File: config.mk
export PLATFORM = sky130hd
export DESIGN_NAME = sweep_stim_seq
export DESIGN_NICKNAME = d
export VERILOG_FILES = /design/src/rtl/sweep_stim_pkg.sv /design/src/rtl/sweep_stim_seq_cyc_timer.sv /design/src/rtl/sweep_stim_seq.sv
export SDC_FILE = /design/constraint.sdc
export NUM_CORES = 1
export LEC_CHECK = 0
export ABC_AREA = 1
export CORE_MARGIN = 8
export CORE_UTILIZATION = 55
export DETAILED_ROUTE_END_ITERATION = 8
export HOLD_SLACK_MARGIN = 0.08
export PLACE_DENSITY = 0.78
export SYNTH_ARGS = -nofsm -noshare
export SYNTH_HDL_FRONTEND = slang
export SYNTH_HIERARCHICAL = 1
export SYNTH_SLANG_ARGS = --single-unit
File: constraint.sdc
create_clock -name clk -period 2.9 [get_ports clk]
set_input_delay 0.29 -clock clk [delete_from_list [all_inputs] [get_ports clk]]
set_output_delay 0.29 -clock clk [all_outputs]
set_load 0.1 [all_outputs]
File: src/rtl/sweep_stim_pkg.sv
// Shared types for the sweep stimulus sequencer.
package sweep_stim_pkg;

    typedef enum logic [2:0] {
        IDLE   = 3'd0,
        RST    = 3'd1,
        SETTLE = 3'd2,
        CH     = 3'd3,
        FINAL  = 3'd4,
        DONE   = 3'd5
    } state_t;

    typedef enum logic [1:0] {
        SINGLE = 2'd0,
        LOOP   = 2'd1,
        MANUAL = 2'd2
    } mode_t;

    // Reserved mode code 3 behaves as SINGLE.
    function automatic mode_t decode_mode(input logic [1:0] raw);
        return (raw == 2'd3) ? SINGLE : mode_t'(raw);
    endfunction

endpackage

File: src/rtl/sweep_stim_seq_cyc_timer.sv
// Down-counting dwell timer: load sets the count, expired flags terminal count zero.
module cyc_timer #(
    parameter int CNT_W = 16
) (
    input  logic             clk,
    input  logic             rst,
    input  logic             load,
    input  logic [CNT_W-1:0] load_val,
    output logic             expired
);

    logic [CNT_W-1:0] r_cnt;

    // Reload on request, otherwise count down and park at zero.
    always_ff @(posedge clk or posedge rst) begin
        if (rst) begin
            r_cnt <= '0;
        end else if (load) begin
            r_cnt <= load_val;
        end else if (r_cnt != '0) begin
            r_cnt <= r_cnt - 1'b1;
        end
    end

    assign expired = (r_cnt == '0);

endmodule

File: src/rtl/sweep_stim_seq.sv
// Sweep stimulus sequencer: reset pulse, settle, one-hot channel walk, final off period.
//
// state  | meaning
// IDLE   | waiting for start, all outputs low
// RST    | rst_out high for RST_CYC cycles
// SETTLE | all-off for one dwell (or until step in MANUAL)
// CH     | ch_sel[idx] high for one dwell per channel
// FINAL  | all-off for one dwell (or until step in MANUAL)
// DONE   | one-cycle done pulse, pass_cnt increments
module sweep_stim_seq
    import sweep_stim_pkg::*;
#(
    parameter  int N_CH      = 4,
    parameter  int CNT_W     = 16,
    parameter  int DWELL_DEF = 72,
    parameter  int RST_CYC   = 3,
    localparam int IDX_W     = (N_CH > 1) ? $clog2(N_CH) : 1
) (
    input  logic             clk,
    input  logic             reset,
    input  logic             start,
    input  logic             abort,
    input  logic [1:0]       mode,
    input  logic             step,
    input  logic [CNT_W-1:0] dwell_cyc,
    output logic             rst_out,
    output logic [N_CH-1:0]  ch_sel,
    output logic [IDX_W-1:0] ch_idx,
    output logic             busy,
    output logic             done,
    output logic [7:0]       pass_cnt
);

    state_t           r_state;
    mode_t            r_mode;
    logic [CNT_W-1:0] r_eff;
    logic [IDX_W-1:0] r_idx;
    logic [N_CH-1:0]  r_ch_sel;
    logic             r_rst_out;
    logic             r_busy;
    logic             r_done;
    logic [7:0]       r_pass;

    logic             w_expired;
    logic             w_adv;
    logic             w_load;
    logic [CNT_W-1:0] w_load_val;

    // Timer reload whenever the state or channel index is about to change.
    // IDLE keeps the timer primed with the reset pulse length.
    always_comb begin
        w_adv      = (r_mode == MANUAL) ? step : w_expired;
        w_load     = 1'b0;
        w_load_val = r_eff - 1'b1;
        case (r_state)
            IDLE: begin
                w_load     = 1'b1;
                w_load_val = CNT_W'(RST_CYC - 1);
            end
            RST:                w_load = w_expired;
            SETTLE, CH, FINAL:  w_load = w_adv;
            DONE:               w_load = 1'b1;
            default:            w_load = 1'b1;
        endcase
    end

    cyc_timer #(.CNT_W(CNT_W)) u_timer (
        .clk      (clk),
        .rst      (reset),
        .load     (w_load),
        .load_val (w_load_val),
        .expired  (w_expired)
    );

    // Sequencer FSM with registered outputs; abort overrides everything but reset.
    always_ff @(posedge clk or posedge reset) begin
        if (reset) begin
            r_state   <= IDLE;
            r_mode    <= SINGLE;
            r_eff     <= CNT_W'(DWELL_DEF);
            r_idx     <= '0;
            r_ch_sel  <= '0;
            r_rst_out <= 1'b0;
            r_busy    <= 1'b0;
            r_done    <= 1'b0;
            r_pass    <= '0;
        end else if (abort) begin
            r_state   <= IDLE;
            r_idx     <= '0;
            r_ch_sel  <= '0;
            r_rst_out <= 1'b0;
            r_busy    <= 1'b0;
            r_done    <= 1'b0;
        end else begin
            r_done <= 1'b0;
            case (r_state)
                IDLE: begin
                    if (start) begin
                        r_state   <= RST;
                        r_mode    <= decode_mode(mode);
                        r_eff     <= (dwell_cyc == '0) ? CNT_W'(DWELL_DEF) : dwell_cyc;
                        r_pass    <= '0;
                        r_rst_out <= 1'b1;
                        r_busy    <= 1'b1;
                    end
                end
                RST: begin
                    if (w_expired) begin
                        r_state   <= SETTLE;
                        r_rst_out <= 1'b0;
                    end
                end
                SETTLE: begin
                    if (w_adv) begin
                        r_state  <= CH;
                        r_idx    <= '0;
                        r_ch_sel <= N_CH'(1);
                    end
                end
                CH: begin
                    if (w_adv) begin
                        if (r_idx == IDX_W'(N_CH - 1)) begin
                            r_state  <= FINAL;
                            r_idx    <= '0;
                            r_ch_sel <= '0;
                        end else begin
                            r_idx    <= r_idx + 1'b1;
                            r_ch_sel <= r_ch_sel << 1;
                        end
                    end
                end
                FINAL: begin
                    if (w_adv) begin
                        r_state <= DONE;
                        r_done  <= 1'b1;
                        r_pass  <= r_pass + 1'b1;
                    end
                end
                DONE: begin
                    if (r_mode == LOOP) begin
                        r_state  <= CH;
                        r_idx    <= '0;
                        r_ch_sel <= N_CH'(1);
                    end else begin
                        r_state <= IDLE;
                        r_busy  <= 1'b0;
                    end
                end
                default: begin
                    r_state  <= IDLE;
                    r_busy   <= 1'b0;
                    r_ch_sel <= '0;
                    r_idx    <= '0;
                end
            endcase
        end
    end

    assign rst_out  = r_rst_out;
    assign ch_sel   = r_ch_sel;
    assign ch_idx   = r_idx;
    assign busy     = r_busy;
    assign done     = r_done;
    assign pass_cnt = r_pass;

endmodule

==> flow_summary_export.csv <==
group,metric,value,unit
status,outcome,"complete, no violations",
yosys,syn_avg_cell_area,6.93,sq um
critical_path,worstSetupEndpoint,"u_timer/r_cnt[12]",
clock_tree,cts_tree,"built",
cells_and_area,fin_area,4220,sq um
critical_path,rr_worst_depth,14,
yosys,muxShareOfSynthArea,0,%
yosys,yosys-top-cells-area,"dfrtp_1 (35%), nand2_1 (16%), inv_1 (7.3%), nor2_1 (7.0%), nand3_1 (6.6%)",
placement,dp_hpwl,6390,microns
sta,max_slew_margin,59.2,%
yosys,synth_top_area_share,34.9,%
critical_path,r2r_setup_slack,450,ps
critical_path,critical_path.slowest_cell,"dfrtp_1",
clock_tree,clockBufferDepth,2,
cells_and_area,multi_input_area,2030,sq um
critical_path,critPathLaunchType,"flop",
critical_path,path_class,"reg2reg",
yosys,synthCells,537,
route,vias,3368,
critical_path,cp-startpoint,"u_timer/r_cnt[0]",
global_routing,grt_usage,18.2,%
yosys,yosysSeqAreaShare,36.4,%
critical_path,slowest_delay,390,ps
floorplanning,rows,30,
clock_tree,cts-htree-levels,2,
yosys,yosys.area_share.simple,43.2,%
clock_tree,postCtsHoldBufs,0,
floorplanning,io-pin-count,40,
yosys,synthXorXnorAreaFrac,1.88,%
route,post-route-drc-count,0,
cells_and_area,ff_latch_area,1350,sq um
sta,hold_violations,0,
global_routing,grt_pass1_wl,14800,microns
yosys,ys_types,34,
global_routing,antenna_found_initial,0,
sta,slew_violations,0,
route,drt_iter0_markers,284,
sta,rsz0062_at_grt,"false",
cells_and_area,synthToLayoutAreaGrowth,13.2,%
floorplanning,dieArea,9660,sq um
yosys,synth_top_family_by_area,"simple AND/OR/NAND/NOR gates",
clock_tree,cts-resized-gates,0,
sta,clock-skew-final,8.37,ps
placement,dpl_cell_area,4120,sq um
clock_tree,cts_sinks,54,
yosys,syn_area,3720,sq um
placement,place.gp.congestion,0.856,
critical_path,cp.required,3120,ps
route,ant_nets,0,
critical_path,worstPathMaxFanout,15,
cells_and_area,antenna_cells,0,
route,first_pass_iters,4,
critical_path,r2r_end,"u_timer/r_cnt[12]",
clock_tree,root_buffer,"clkbuf_8",
floorplanning,start_util,55.7,%
sta,period_share,84.5,%
clock_tree,cts_buffers,5,
critical_path,cp.depth,14,
sta,worst-slew-pin-transition,611,ps
route,avgRoutedWirePerCell,12.6,microns
sta,max_freq,408,MHz
critical_path,endpoint_kind,"flop",
sta,worst_slack,449,ps
floorplanning,die_w,98.3,microns
clock_tree,cts.reportedPaths.clkPinSlew,100,ps
critical_path,crit_path_frequent_cell,"nand2_1",
power_and_ir_drop,vdd_drop_max,618,uV
power_and_ir_drop,leakage,2.19,nW
run,maxCapViolCount,0,
yosys,syn_nets,564,
yosys,ys_ff_latch,54,
route,routed_via_density,5.13,
critical_path,crit_chain,"inv_1, ha_1, nand3_4, nor2_8, nand3_4, inv_1, nand2_1, nand2_1, nand2_1, o211ai_1, inv_1, or2_2, nand2_1, nor2_1",
critical_path,critPathBufInv,3,
critical_path,crit_arrival,2670,ps
critical_path,worstReg2RegStart,"u_timer/r_cnt[0]",
global_routing,overflow,0,
floorplanning,core,6680,sq um
placement,numPortBuffers,39,
yosys,synth_compound_area_share,8.06,%
clock_tree,clock_latency,330,ps
cells_and_area,drive_gt1_share,12.7,%
sta,tns,0,ps
sta,setup-violations-final,0,
floorplanning,die_y,98.3,microns
power_and_ir_drop,powerDensity,956,nW/um^2
global_routing,grt_max_degree,43,
power_and_ir_drop,total_power,0.00403,W
yosys,synth-adder-area-share,1.34,%
route,drt_wl_total,8280,microns
sta,min_period,2450,ps
cells_and_area,nFillCells,610,
cells_and_area,nets,602,
worst_hold_path,worstHoldPathType,"in2async",
clock_tree,cts_setup_buffers,0,
yosys,yosysWarnings,6,
critical_path,cp_top_family,"simple AND/OR/NAND/NOR gates",
yosys,yosys.area.top_type,"dfrtp_1",
global_routing,grt_pass1_vias,3397,
placement,pre_cts_ws,470,ps
[final cells by class]
class,instances,share of cell area [%]
Clock buffer,5,1.63
Clock inverter,3,0.594
Inverter,73,6.50
Multi-Input combinational cell,400,48.2
Sequential cell,54,32.1
Tap cell,80,2.37
Timing Repair Buffer,41,8.61
[cells in the final DEF, fill, tap and decap left out, types with 2 or more instances in the layout]
cell             instances
nor2_2                   8
clkdlybuf4s50_1         22
nand3b_1                 4
dfstp_2                  2
xnor2_1                  3
ha_1                     4
clkbuf_8                 5
inv_1                   72
nand3_2                  5
nand3_4                  4
nor2_1                  69
nand4_1                  6
nor2_8                   3
nand2_2                  9
o21ai_1                  3
nand3_1                 49
buf_4                   19
o21bai_1                 4
a21boi_1                 2
nor3_1                   3
dfrtp_1                 52
or2_2                    4
xor2_1                   5
nor2_4                   6
a21oi_1                 16
nand2_1                159
o21ai_0                 28
[registers in the layout, indices dropped and copies added (netlist names)]
name and count:
u_timer/r_cnt 16, pass_cnt 8, r_eff 16, rst_out 1
done 1, r_mode 2, r_state 3, busy 1
ch_sel 4, ch_idx 2
[cells by family (layout without fill, tap and decap cells)]
group | Yosys count | count (layout)
AND/OR/NAND/NOR | 333 | 333
buffers and inverters | 83 | 122
AO/OA/AOI/OAI | 55 | 55
XOR/XNOR | 8 | 8
flip-flops | 54 | 54
adder cells (fa/ha/maj) | 4 | 4
[stage by stage]
| step | hold slack, ps | utilization (%) | std cells |
|---|---|---|---|
| 2_1_floorplan | 204 | - | 537 |
| 3_3_place_gp | 457 | 61.7 | 648 |
| 3_5_place_dp | 465 | 61.7 | 648 |
| 4_1_cts | 382 | 63.1 | 656 |
| 5_1_grt | 421 | 63.1 | 656 |
| 6_report | 357 | 63.1 | 656 |
[synth_stat cells]
| master | number |
|---|---|
| a21boi_1 | 2 |
| a21oi_1 | 16 |
| buf_2 | 7 |
| buf_4 | 1 |
| buf_6 | 2 |
| dfrtp_1 | 52 |
| dfstp_2 | 2 |
| ha_1 | 4 |
| inv_1 | 72 |
| inv_2 | 1 |
| nand2_1 | 159 |
| nand2_2 | 9 |
| nand2_4 | 1 |
| nand3_1 | 49 |
| nand3_2 | 5 |
| nand3_4 | 4 |
| nand3b_1 | 4 |
| nand4_1 | 6 |
| nand4_2 | 1 |
| nor2_1 | 69 |
| nor2_2 | 8 |
| nor2_4 | 6 |
| nor2_8 | 3 |
| nor3_1 | 3 |
| nor3_4 | 1 |
| nor3b_1 | 1 |
| o211ai_1 | 1 |
| o21ai_0 | 28 |
| o21ai_1 | 3 |
| o21bai_1 | 4 |
| o31ai_2 | 1 |
| or2_2 | 4 |
| xnor2_1 | 3 |
| xor2_1 | 5 |
[how the worst min path moves through the flow]
stage	endpoint	depth (start not counted)	slack [ps]
after floorplan	u_timer/r_cnt[0]	1	200
after global placement	busy	2	460
after detailed placement	busy	2	460
after CTS	u_timer/r_cnt[2]	2	380
after global routing	u_timer/r_cnt[2]	2	420
final	u_timer/r_cnt[2]	2	360
[worst reg2reg max path, stage by stage, from the launching register on]
cell	delay, ps
dfrtp_1	390
inv_1	120
ha_1	280
nand3_4	140
nor2_8	140
nand3_4	120
inv_1	110
nand2_1	60
nand2_1	110
nand2_1	70
o211ai_1	100
inv_1	270
or2_2	350
nand2_1	70
nor2_1	40
[power by group]
part | internal, W | switching, W | total, W | leakage, nW
Combinational | 0.000757 | 0.00152 | 0.00228 | 1.45
Sequential | 0.00102 | 0.000279 | 0.00130 | 0.702
Clock | 0.000175 | 0.000273 | 0.000448 | 0.0447
Total | 0.00196 | 0.00208 | 0.00403 | 2.19
[layer usage]
layer	vias to the layer above	track usage (%)	wire length, microns
met5	-	0	0
met4	0	6.38	99
met3	9	4.41	409
met2	73	31.3	4030
met1	1522	21.4	3740
li1	1764	-	-
Power figures use the tool's default switching activity.
